**src/rtl/velocity_cell_reader_pkg.sv**
```systemverilog
// Shared definitions for the per-cell velocity RAM reader: FSM encoding,
// the address of the particle-count word and the {vz, vy, vx} field layout.
package velocity_cell_reader_pkg;

  typedef enum logic [2:0] {
    ST_IDLE,
    ST_REQ_CNT,
    ST_WAIT_CNT,
    ST_STREAM,
    ST_DONE
  } vcr_state_e;

  localparam int VEL_COUNT_ADDR = 0;
  localparam int VEL_FIELD_W    = 32;
  localparam int VX_LSB         = 0;
  localparam int VY_LSB         = 32;
  localparam int VZ_LSB         = 64;

endpackage

```
**src/rtl/velocity_cell_reader_skid_fifo.sv**
```systemverilog
// Two-entry synchronous FIFO of {index, data} beats between the RAM read
// port and the output stream; simultaneous push/pop keeps occupancy.
module vel_skid_fifo
  import velocity_cell_reader_pkg::*;
#(
  parameter int DATA_W = 96,
  parameter int IDX_W  = 8
) (
  input  logic              clk_i,
  input  logic              rst_i,
  input  logic              push_i,
  input  logic [IDX_W-1:0]  push_idx_i,
  input  logic [DATA_W-1:0] push_data_i,
  input  logic              pop_i,
  output logic              valid_o,
  output logic [IDX_W-1:0]  idx_o,
  output logic [DATA_W-1:0] data_o,
  output logic [1:0]        occ_o
);

  logic [IDX_W-1:0]  idx_q  [2];
  logic [DATA_W-1:0] data_q [2];
  logic              wr_q, rd_q;
  logic [1:0]        occ_q, occ_d;
  logic              pop_eff;

  assign pop_eff = pop_i && (occ_q != 2'd0);

  always_comb begin
    occ_d = occ_q;
    case ({push_i, pop_eff})
      2'b10:   occ_d = occ_q + 2'd1;
      2'b01:   occ_d = occ_q - 2'd1;
      default: occ_d = occ_q;
    endcase
  end

  always_ff @(posedge clk_i or posedge rst_i) begin
    if (rst_i) begin
      for (int i = 0; i < 2; i++) begin
        idx_q[i]  <= '0;
        data_q[i] <= '0;
      end
      wr_q  <= 1'b0;
      rd_q  <= 1'b0;
      occ_q <= 2'd0;
    end else begin
      if (push_i) begin
        idx_q[wr_q]  <= push_idx_i;
        data_q[wr_q] <= push_data_i;
        wr_q         <= ~wr_q;
      end
      if (pop_eff) rd_q <= ~rd_q;
      occ_q <= occ_d;
    end
  end

  assign valid_o = (occ_q != 2'd0);
  assign idx_o   = idx_q[rd_q];
  assign data_o  = data_q[rd_q];
  assign occ_o   = occ_q;

endmodule

```
**src/rtl/velocity_cell_reader.sv**
```systemverilog
// Read master for one cell velocity RAM: fetches the particle count from
// word 0, then streams words 1..N with credit-based read issue.
module velocity_cell_reader
  import velocity_cell_reader_pkg::*;
#(
  parameter int DATA_WIDTH   = 96,
  parameter int ADDR_WIDTH   = 8,
  parameter int PARTICLE_NUM = 220
) (
  input  logic                  clock,
  input  logic                  rst,
  input  logic                  start,
  output logic                  busy,
  output logic                  done,
  output logic [ADDR_WIDTH-1:0] particle_count,
  output logic                  count_err,
  output logic [ADDR_WIDTH-1:0] mem_address,
  output logic                  mem_rden,
  output logic                  mem_wren,
  output logic [DATA_WIDTH-1:0] mem_data,
  input  logic [DATA_WIDTH-1:0] mem_q,
  output logic                  out_valid,
  input  logic                  out_ready,
  output logic [DATA_WIDTH-1:0] out_data,
  output logic [ADDR_WIDTH-1:0] out_index,
  output logic                  out_last
);

  localparam logic [ADDR_WIDTH-1:0] MAX_CNT = ADDR_WIDTH'(PARTICLE_NUM - 1);

  vcr_state_e            state_q, state_d;
  logic [ADDR_WIDTH-1:0] count_q;
  logic                  err_q;
  logic [ADDR_WIDTH:0]   rd_ptr_q;
  logic [ADDR_WIDTH-1:0] req_idx_q;
  logic                  inflight_q;
  logic                  issue, pop;
  logic [1:0]            fifo_occ;
  logic [2:0]            credit_used, credit_lim;
  logic [ADDR_WIDTH-1:0] raw_count;

  function automatic logic [ADDR_WIDTH-1:0] clamp_count(input logic [ADDR_WIDTH-1:0] raw);
    return (raw > MAX_CNT) ? MAX_CNT : raw;
  endfunction

  assign raw_count   = mem_q[ADDR_WIDTH-1:0];
  assign pop         = out_valid && out_ready;
  assign out_last    = out_valid && (out_index == count_q);
  // A buffered beat plus an in-flight read must never exceed the two FIFO slots.
  assign credit_used = {1'b0, fifo_occ} + {2'b00, inflight_q};
  assign credit_lim  = 3'd2 + {2'b00, pop};

  always_comb begin
    state_d     = state_q;
    mem_rden    = 1'b0;
    mem_address = '0;
    issue       = 1'b0;
    case (state_q)
      ST_IDLE:     if (start) state_d = ST_REQ_CNT;
      ST_REQ_CNT: begin
        mem_rden    = 1'b1;
        mem_address = ADDR_WIDTH'(VEL_COUNT_ADDR);
        state_d     = ST_WAIT_CNT;
      end
      ST_WAIT_CNT: state_d = (clamp_count(raw_count) == '0) ? ST_DONE : ST_STREAM;
      ST_STREAM: begin
        if ((rd_ptr_q <= {1'b0, count_q}) && (credit_used < credit_lim)) begin
          issue       = 1'b1;
          mem_rden    = 1'b1;
          mem_address = rd_ptr_q[ADDR_WIDTH-1:0];
        end
        if (pop && out_last) state_d = ST_DONE;
      end
      ST_DONE:     state_d = ST_IDLE;
      default:     state_d = ST_IDLE;
    endcase
  end

  always_ff @(posedge clock or posedge rst) begin
    if (rst) begin
      state_q    <= ST_IDLE;
      count_q    <= '0;
      err_q      <= 1'b0;
      rd_ptr_q   <= '0;
      req_idx_q  <= '0;
      inflight_q <= 1'b0;
    end else begin
      state_q    <= state_d;
      inflight_q <= issue;
      if (state_q == ST_IDLE && start) err_q <= 1'b0;
      if (state_q == ST_WAIT_CNT) begin
        count_q  <= clamp_count(raw_count);
        err_q    <= (raw_count > MAX_CNT);
        rd_ptr_q <= (ADDR_WIDTH+1)'(1);
      end
      if (issue) begin
        rd_ptr_q  <= rd_ptr_q + (ADDR_WIDTH+1)'(1);
        req_idx_q <= mem_address;
      end
    end
  end

  vel_skid_fifo #(
    .DATA_W (DATA_WIDTH),
    .IDX_W  (ADDR_WIDTH)
  ) u_fifo (
    .clk_i       (clock),
    .rst_i       (rst),
    .push_i      (inflight_q),
    .push_idx_i  (req_idx_q),
    .push_data_i (mem_q),
    .pop_i       (pop),
    .valid_o     (out_valid),
    .idx_o       (out_index),
    .data_o      (out_data),
    .occ_o       (fifo_occ)
  );

  assign busy           = (state_q != ST_IDLE);
  assign done           = (state_q == ST_DONE);
  assign particle_count = count_q;
  assign count_err      = err_q;
  assign mem_wren       = 1'b0;
  assign mem_data       = '0;

endmodule

```
**config.mk**
```make
export PLATFORM = sky130hd
export DESIGN_NAME = velocity_cell_reader
export DESIGN_NICKNAME = d
export VERILOG_FILES = /design/src/rtl/velocity_cell_reader_pkg.sv /design/src/rtl/velocity_cell_reader_skid_fifo.sv /design/src/rtl/velocity_cell_reader.sv
export SDC_FILE = /design/constraint.sdc
export NUM_CORES = 1
export LEC_CHECK = 0
export CORE_MARGIN = 2
export CORE_UTILIZATION = 50
export CTS_BUF_LIST = sky130_fd_sc_hd__clkbuf_8
export DETAILED_ROUTE_END_ITERATION = 10
export PLACE_DENSITY = 0.83
export SETUP_SLACK_MARGIN = 0.1
export SYNTH_ARGS = -nofsm -noshare
export SYNTH_HDL_FRONTEND = slang
export SYNTH_HIERARCHICAL = 1
export SYNTH_SLANG_ARGS = --single-unit
```
**constraint.sdc**
```tcl
create_clock -name clock -period 9.3 [get_ports clock]
set_input_delay 2.79 -clock clock [delete_from_list [all_inputs] [get_ports clock]]
set_output_delay 2.79 -clock clock [all_outputs]
set_load 0.01 [all_outputs]
```
==> impl_metrics.tcl, run 1 <==
set metrics [dict create \
    outcome "finished, final reports clean" \
    wl_per_cell_um 17.6 \
    cts_hold_buf 0 \
    worstSetupPathType "in -> out" \
    first_pass_iters 4 \
    die_w_um 157 \
    r2r-end "state_q[2]$_DFFE_PP0P_" \
    synth_area_leaders "dfrtp_1 52%, mux2_2 30%, buf_4 6.8%" \
    ant_nets 0 \
    setup_violations 0 \
    grt_pass1_wl_mm 39.5 \
    reg2reg_depth 6 \
    reg2reg_from "u_fifo/rd_q$_DFFE_PP0P_" \
    grt_pass1_vias 7740 \
    grt_util_all_layers 0.202 \
    dp_hpwl_mm 16.8 \
    insertion_delay_ns 0.54 \
    cp_data_arrival_time_ns 4.93 \
    skew_ns 0.0297 \
    final-seq-area_um2 6060 \
    fin_nets 1204 \
    tritoncts "done" \
    yosysTopAreaCell "dfrtp_1" \
    syn_area_per_cell_um2 13.6 \
    startpoint_type "input pin" \
    synth.most_common_cell "mux2_2" \
    required_ns 6.51 \
    cts_buffer_depth 3 \
    dieArea_um2 24600 \
    ir_worst_vdd_mv 0.216 \
    drive_above_1_share 0.348 \
    synth.top_cell.area_share 0.519 \
    drc 0 \
    dr_total_vias 7313 \
    fillerInstances 1721 \
    ys_ff_latch 242 \
    grt_start_max_net_pins 147 \
    min_to "u_fifo/data_q[81]$_DFFE_PP0P_" \
    slew_headroom 0.328 \
    area_growth_pct 25.0 \
    tightest_slew_ns 1.01 \
    ys_types 49 \
    end_kind "primary output" \
    grt_overflow 0 \
    die_h_um 157 \
    core_um2 22800 \
    tns_ns 0 \
    syn_inst 860 \
    async_flop_share 1.00 \
    cts_buffers 41 \
    gp_congestion 0.881 \
    viasPerCell 5.11 \
    antenna_found_initial 0 \
    netlist_top_cells_count "312 x mux2_2, 242 x dfrtp_1, 106 x buf_4" \
    power_leakage_nw 6.43 \
    placementRows 55 \
    post-route-period-util 0.830 \
    r2r_setup_slack_ns 6.48 \
    maxSlewViolCount 0 \
    multiInputGateArea_um2 4930 \
    path_max_fanout 11 \
    ys_seq_area_frac 0.519 \
    fmax_ghz 0.130 \
    cts_resized 0 \
    n_antenna_cell 0 \
    post_cts_buffers 0 \
    clkSlewWorstSetupHoldPaths_ns 0.05 \
    pre_cts_slack_ns 1.68 \
    synthFlopType "dfrtp_1" \
    power.density_nw_per_um2 375 \
    fin_crit_ns 7.72 \
    start_util 0.512 \
    h-tree-depth 2 \
    io_buffers 225 \
    yosys_warnings 6 \
    cts.sinks 242 \
    synth_area_um2 11700 \
    drt_iter0_drc 302 \
    rsz0062_at_grt "no" \
    ioPinCount 323 \
    holdCritStartpoint "u_fifo/data_q[81]$_DFFE_PP0P_" \
    holdPathStages 1 \
    hold_class "reg -> reg" \
    cts-root-buf "clkbuf_8" \
    setup_slack_ns 1.58 \
    cap_violations 0 \
    hold_viol_final 0 \
    synth_edf_count 0 \
    drt_wl_total_mm 25.2 \
]
[layer usage]
metal,track usage,share of wire,up-vias
met5,0,0,-
met4,0.0607,0.018,0
met3,0.0543,0.075,43
met2,0.343,0.49,272
met1,0.252,0.42,3695
li1,-,-,3303
[worst max-delay path: stages]
cell	delay (ns)
clkdlybuf4s50_1	0.45
nand2_1	0.09
o21ai_0	0.32
o211a_1	0.42
nand2_4	0.16
o21ai_0	0.13
clkdlybuf4s50_1	0.57
[kinds of logic (layout without fill, tap and decap cells)]
group,count (synthesis),after routing,share of synthesized area
muxes,313,313,0.302
DFF,242,242,0.519
buffers and inverters,154,316,0.0911
and+or+nand+nor,76,76,0.0360
AOI/OAI and AO/OA,48,48,0.0285
xor gates and xnor gates,14,14,0.0105
adders and majority gates,12,12,0.0129
other,1,97,0.000321
[power breakdown]
group / switching, mW / total (mW) / leakage [nW] / internal [mW]
Clock: 0.413 / 0.969 / 0.471 / 0.557
Sequential: 0.307 / 1.86 / 2.85 / 1.55
Combinational: 1.05 / 2.64 / 3.12 / 1.60
[how the worst max path moves through the flow]
stage                         start                           end  slack, ns  cells past startpoint
after global routing      out_ready                mem_address[0]       1.46                      7
after detailed placement  out_ready                      mem_rden       1.68                      7
after global placement    out_ready                      mem_rden       1.75                      7
after CTS                 out_ready                      mem_rden       1.60                      7
after floorplan                 rst  u_fifo/data_q[0]$_DFFE_PP0P_       0.72                      1
final                     out_ready                      mem_rden       1.58                      7
[area by class of cell]
class,count,area share
tap,313,0.0268
sequential,242,0.415
timing repair buffer,231,0.157
clock buffer,52,0.0491
inverter,16,0.00463
multi-input combinational,560,0.338
clock inverter,17,0.00909
[stage by stage]
| step | std cells | utilization | power (mW) | instance area (um2) | hold WS [ns] |
|---|---|---|---|---|---|
| after detailed placement | 1362 | 0.603 | 4.53 | 13700 | 0.486 |
| after global placement | 1362 | 0.603 | 4.45 | 13700 | 0.481 |
| final | 1431 | 0.641 | 5.47 | 14600 | 0.498 |
| after global routing | 1431 | 0.641 | 5.80 | 14600 | 0.510 |
| after floorplan | 956 | - | 3.51 | 12000 | 0.462 |
| after CTS | 1431 | 0.641 | 5.53 | 14600 | 0.500 |
[registers in the layout, summed over array words and instances, names as in the netlist]
name            count
rd_ptr_q            9
u_fifo/wr_q         1
u_fifo/data_q     192
u_fifo/idx_q       16
req_idx_q           8
inflight_q          1
particle_count      8
u_fifo/rd_q         1
u_fifo/occ_o        2
count_err           1
state_q             3
[layout by cell type (no fill, tap or decap), types with 3 or more instances in the layout]
master and instances:
or3_1 3, a21oi_1 3, dfrtp_1 241, o21ai_0 15, nor2_1 11, xor2_1 3, inv_1 25, and3_1 7
and2_1 4, nand3_1 8, buf_4 6, nand2_1 20, clkdlybuf4s50_1 225, a221o_1 3, mux2_2 312, nor3_1 4
clkbuf_8 52, a21o_1 10, nor3b_1 3, conb_1 97, xnor2_1 11, o211a_1 3, ha_1 12
Power figures use the tool's default switching activity.
==> inputs of run 2 (changes only) <==
==> constraint.sdc (replaced) <==
create_clock -name clock -period 7.34 [get_ports clock]
set_input_delay 2.202 -clock clock [delete_from_list [all_inputs] [get_ports clock]]
set_output_delay 2.202 -clock clock [all_outputs]
set_load 0.01 [all_outputs]
==> impl_metrics.tcl, run 2 (synthesized netlist as in run 1, its figures left out) <==
set metrics [dict create \
    cp.buffers_inverters 2 \
    fmax_ghz 0.155 \
    power_leakage_nw 6.39 \
    cts_buffers 42 \
    setup_violations 0 \
    skew_ns 0.0122 \
    required_ns 5.14 \
    startpoint_type "input pin" \
    cts.sinks 242 \
    worstSetupPathType "in -> out" \
    ioPinCount 323 \
    hold_viol_final 0 \
    insertion_delay_ns 0.51 \
    grt_util_all_layers 0.197 \
    dr_total_vias 7306 \
    multiInputGateArea_um2 4930 \
    cp_data_arrival_time_ns 4.27 \
    grt_overflow 0 \
    gp_congestion 0.885 \
    regMostFlops "u_fifo/data_q" \
    maxSlewViolCount 0 \
    antenna_found_initial 1 \
    ant_nets 0 \
    largest_reg_flops 192 \
    h-tree-depth 2 \
    rsz0062_at_grt "no" \
    cts_hold_buf 0 \
    cts_buffer_depth 3 \
    fin_crit_ns 6.47 \
    tns_ns 0 \
    clkSlewWorstSetupHoldPaths_ns 0.05 \
    largestRegisters "u_fifo/data_q (192), u_fifo/idx_q (16), rd_ptr_q (9)" \
    cts-root-buf "clkbuf_8" \
    finalPower_mw 6.77 \
    grt_pass1_wl_mm 39.0 \
    layout_commonest_cell "mux2_2" \
    drt_iter0_drc 354 \
    drt_wl_total_mm 24.8 \
    crit_slowest_cell "clkdlybuf4s50_1" \
    ir_worst_vdd_mv 0.289 \
    power.density_nw_per_um2 468 \
    cpLargestDelayFamily "buffers and inverters" \
    n_antenna_cell 0 \
    io_buffers 225 \
    fillerInstances 1757 \
    fin_nets 1206 \
    die_w_um 157 \
    slowest_delay_ns 0.58 \
    cap_violations 0 \
    area_growth_pct 24.1 \
    core_um2 22800 \
    tritoncts "done" \
    tightest_slew_ns 0.936 \
    wl_per_cell_um 17.4 \
    final_cell_mix "312 x mux2_2, 241 x dfrtp_1, 225 x clkdlybuf4s50_1" \
    outcome "finished, final reports clean" \
    end_kind "primary output" \
    cts_resized 0 \
    grt_start_max_net_pins 121 \
    final-seq-area_um2 6060 \
    post-route-period-util 0.882 \
    start_util 0.512 \
    grt_pass1_vias 7558 \
    post_cts_buffers 0 \
    drive_above_1_share 0.341 \
    crit_chain "clkdlybuf4s50_1 > nand2_1 > o21ai_0 > o211a_1 > nand2_4 > o21ai_0 > clkdlybuf4s50_1" \
    path_max_fanout 11 \
    first_pass_iters 4 \
    die_h_um 157 \
    placementRows 55 \
    dieArea_um2 24600 \
    drc 0 \
    hold_class "reg -> reg" \
    dp_hpwl_mm 16.6 \
    viasPerCell 5.12 \
    slew_headroom 0.376 \
]
[run 2: cell types whose count changed in the layout (fill, tap and decap cells not counted), sizes merged]
cell    before  now
clkbuf      52   45
inv         28   31
buf          6    7
bufinv       2    1
[run 2: metal layers]
metal,up-vias,track usage,part of all wire
met5,-,0,0.00048
met4,2,0.0599,0.022
met3,54,0.0498,0.080
met2,282,0.330,0.48
met1,3677,0.254,0.41
li1,3291,-,-
[run 2: where the power goes]
part           leakage (nW)  internal (mW)  switching (mW)  total [mW]
logic                  3.12           2.02            1.32        3.34
clock network         0.427          0.588           0.496        1.08
registers              2.85           1.97           0.384        2.35
total                  6.39           4.58            2.20        6.77
[run 2: worst paths after layout]
check | startpoint | endpoint | slack (ns) | cells past startpoint
min | u_fifo/data_q[156]$_DFFE_PP0P_ | u_fifo/data_q[156]$_DFFE_PP0P_ | 0.50 | 1
max reg2reg | u_fifo/rd_q$_DFFE_PP0P_ | state_q[2]$_DFFE_PP0P_ | 4.70 | 6
min reg2reg | u_fifo/data_q[156]$_DFFE_PP0P_ | u_fifo/data_q[156]$_DFFE_PP0P_ | 0.50 | 1
min in group asynchronous | rst | u_fifo/idx_q[1]$_DFFE_PP0P_ | 2.09 | 2
max | out_ready | mem_rden | 0.87 | 7
max in group asynchronous | rst | u_fifo/data_q[10]$_DFFE_PP0P_ | 3.97 | 3
[run 2: final cells by class]
| cell class | count | share of cell area |
|---|---|---|
| multi-input combinational | 560 | 0.340 |
| inverter | 16 | 0.00441 |
| sequential | 242 | 0.418 |
| clock inverter | 19 | 0.00709 |
| tap | 313 | 0.0270 |
| timing repair buffer | 232 | 0.160 |
| clock buffer | 45 | 0.0428 |
[run 2: stage by stage]
| step | setup slack, ns | hold WS, ns | utilization | cells | cell area [um2] |
|---|---|---|---|---|---|
| 2_1_floorplan | 2.02 | 0.462 | - | 956 | 12000 |
| 3_3_place_gp | 0.990 | 0.480 | 0.604 | 1363 | 13800 |
| 3_5_place_dp | 0.905 | 0.487 | 0.604 | 1363 | 13800 |
| 4_1_cts | 0.885 | 0.501 | 0.636 | 1427 | 14500 |
| 5_1_grt | 0.720 | 0.509 | 0.636 | 1427 | 14500 |
| 6_report | 0.869 | 0.497 | 0.636 | 1427 | 14500 |
==> inputs of run 3 (changes only) <==
--- a/config.mk
+++ b/config.mk
@@ -5,6 +5,7 @@
 export SDC_FILE = /design/constraint.sdc
 export NUM_CORES = 1
 export LEC_CHECK = 0
+export CAP_MARGIN = 10
 export CORE_MARGIN = 2
 export CORE_UTILIZATION = 50
 export CTS_BUF_LIST = sky130_fd_sc_hd__clkbuf_8
==> constraint.sdc (replaced) <==
create_clock -name clock -period 7.34 [get_ports clock]
set_input_delay 1.101 -clock clock [delete_from_list [all_inputs] [get_ports clock]]
set_output_delay 1.101 -clock clock [all_outputs]
set_load 0.01 [all_outputs]
==> impl_metrics.tcl, run 3 (synthesized netlist as in run 1, its figures left out) <==
set metrics [dict create \
    dr_total_vias 7266 \
    crit_slowest_cell "clkdlybuf4s50_1" \
    required_ns 6.24 \
    dp_hpwl_mm 16.7 \
    cp_data_arrival_time_ns 3.20 \
    first_pass_iters 4 \
    setup_violations 0 \
    crit_chain "clkdlybuf4s50_1 > nand2_1 > o21ai_0 > o211a_1 > nand2_4 > o21ai_0 > clkdlybuf4s50_1" \
    cp.buffers_inverters 2 \
    grt_pass1_wl_mm 39.8 \
    ioPinCount 323 \
    rsz0062_at_grt "no" \
    post-route-period-util 0.585 \
    drive_above_1_share 0.350 \
    ant_nets 0 \
    skew_ns 0.0177 \
    post_cts_buffers 0 \
    core_um2 22800 \
    grt_util_all_layers 0.203 \
    viasPerCell 5.05 \
    cts.sinks 242 \
    hold_viol_final 0 \
    regMostFlops "u_fifo/data_q" \
    grt_pass1_vias 7637 \
    fin_crit_ns 4.30 \
    antenna_found_initial 0 \
    whs_ns 0.497 \
    path_max_fanout 11 \
    grt_start_max_net_pins 101 \
    placementRows 55 \
    die_w_um 157 \
    cts_hold_buf 0 \
    cts_buffers 42 \
    layout_commonest_cell "mux2_2" \
    slowest_delay_ns 0.56 \
    n_antenna_cell 0 \
    cap_violations 0 \
    power.density_nw_per_um2 474 \
    largest_reg_flops 192 \
    end_kind "primary output" \
    grt_overflow 0 \
    fillerInstances 1727 \
    startpoint_type "input pin" \
    tightest_slew_ns 1.10 \
    wl_per_cell_um 17.5 \
    tritoncts "done" \
    insertion_delay_ns 0.53 \
    cts_resized 0 \
    cts-root-buf "clkbuf_8" \
    area_growth_pct 25.1 \
    h-tree-depth 2 \
    fin_nets 1205 \
    hold_class "reg -> reg" \
    largestRegisters "u_fifo/data_q (192), u_fifo/idx_q (16), rd_ptr_q (9)" \
    dieArea_um2 24600 \
    gp_congestion 0.876 \
    die_h_um 157 \
    drc 0 \
    maxSlewViolCount 0 \
    outcome "finished, final reports clean" \
    worstSetupPathType "in -> out" \
    tns_ns 0 \
    slew_headroom 0.267 \
    io_buffers 225 \
    cts_buffer_depth 3 \
    start_util 0.512 \
    clkSlewWorstSetupHoldPaths_ns 0.05 \
    drt_wl_total_mm 25.1 \
    drt_iter0_drc 313 \
    cpLargestDelayFamily "buffers and inverters" \
    ir_worst_vdd_mv 0.263 \
    final_cell_mix "312 x mux2_2, 241 x dfrtp_1, 225 x clkdlybuf4s50_1" \
    power_leakage_nw 6.46 \
    fmax_ghz 0.233 \
]
## run 3: cell count changes in the layout (fill, tap and decap cells not counted), sizes merged
| cell | delta |
|---|---|
| clkbuf | +8 |
| clkinv | +6 |
| buf | -1 |
| inv | -1 |
## run 3: cell type report
class / instances / area (um2) / area share
clock buffers: 53 / 729 / 0.0499
clock inverters: 24 / 133 / 0.00908
inverters: 16 / 67.6 / 0.00463
multi-input cells: 560 / 4930 / 0.337
flip-flops and latches: 242 / 6060 / 0.415
well taps: 313 / 392 / 0.0268
repair buffers: 231 / 2300 / 0.157
## run 3: worst paths after layout
kind,startpoint,endpoint,slack (ns),cells after the start
min in group asynchronous,rst,particle_count[6]$_DFFE_PP0P_,1.11,3
max in group asynchronous,rst,u_fifo/rd_q$_DFFE_PP0P_,4.80,3
setup reg to reg,inflight_q$_DFF_PP0_,u_fifo/data_q[122]$_DFFE_PP0P_,4.44,4
hold / removal,u_fifo/data_q[70]$_DFFE_PP0P_,u_fifo/data_q[70]$_DFFE_PP0P_,0.50,1
setup / recovery,out_ready,mem_rden,3.04,7
hold reg to reg,u_fifo/data_q[70]$_DFFE_PP0P_,u_fifo/data_q[70]$_DFFE_PP0P_,0.50,1
## run 3: power by group
part / internal, mW / switching, mW / total (mW) / leakage [nW]
Clock: 0.687 / 0.529 / 1.22 / 0.497
Combinational: 2.02 / 1.34 / 3.36 / 3.11
Sequential: 1.97 / 0.376 / 2.34 / 2.85
Total: 4.67 / 2.24 / 6.92 / 6.46
## run 3: routing by layer
metal | up-vias | wire [um] | global-route usage | share of wire
li1 | 3304 | - | - | -
met1 | 3625 | 10400 | 0.264 | 0.41
met5 | - | 0 | 0 | 0
met4 | 0 | 611 | 0.0664 | 0.024
met2 | 287 | 12100 | 0.332 | 0.48
met3 | 50 | 1970 | 0.0518 | 0.078
## run 3: metrics by stage
stage	utilization	worst slack, ns	power, mW	cell area [um2]	cells
floorplan	-	0.445	4.45	12000	956
global placement	0.603	3.16	5.65	13700	1362
detailed placement	0.603	3.09	5.73	13700	1362
CTS	0.641	3.01	7.00	14600	1439
global route	0.641	2.88	7.34	14600	1439
finish	0.641	3.04	6.92	14600	1439
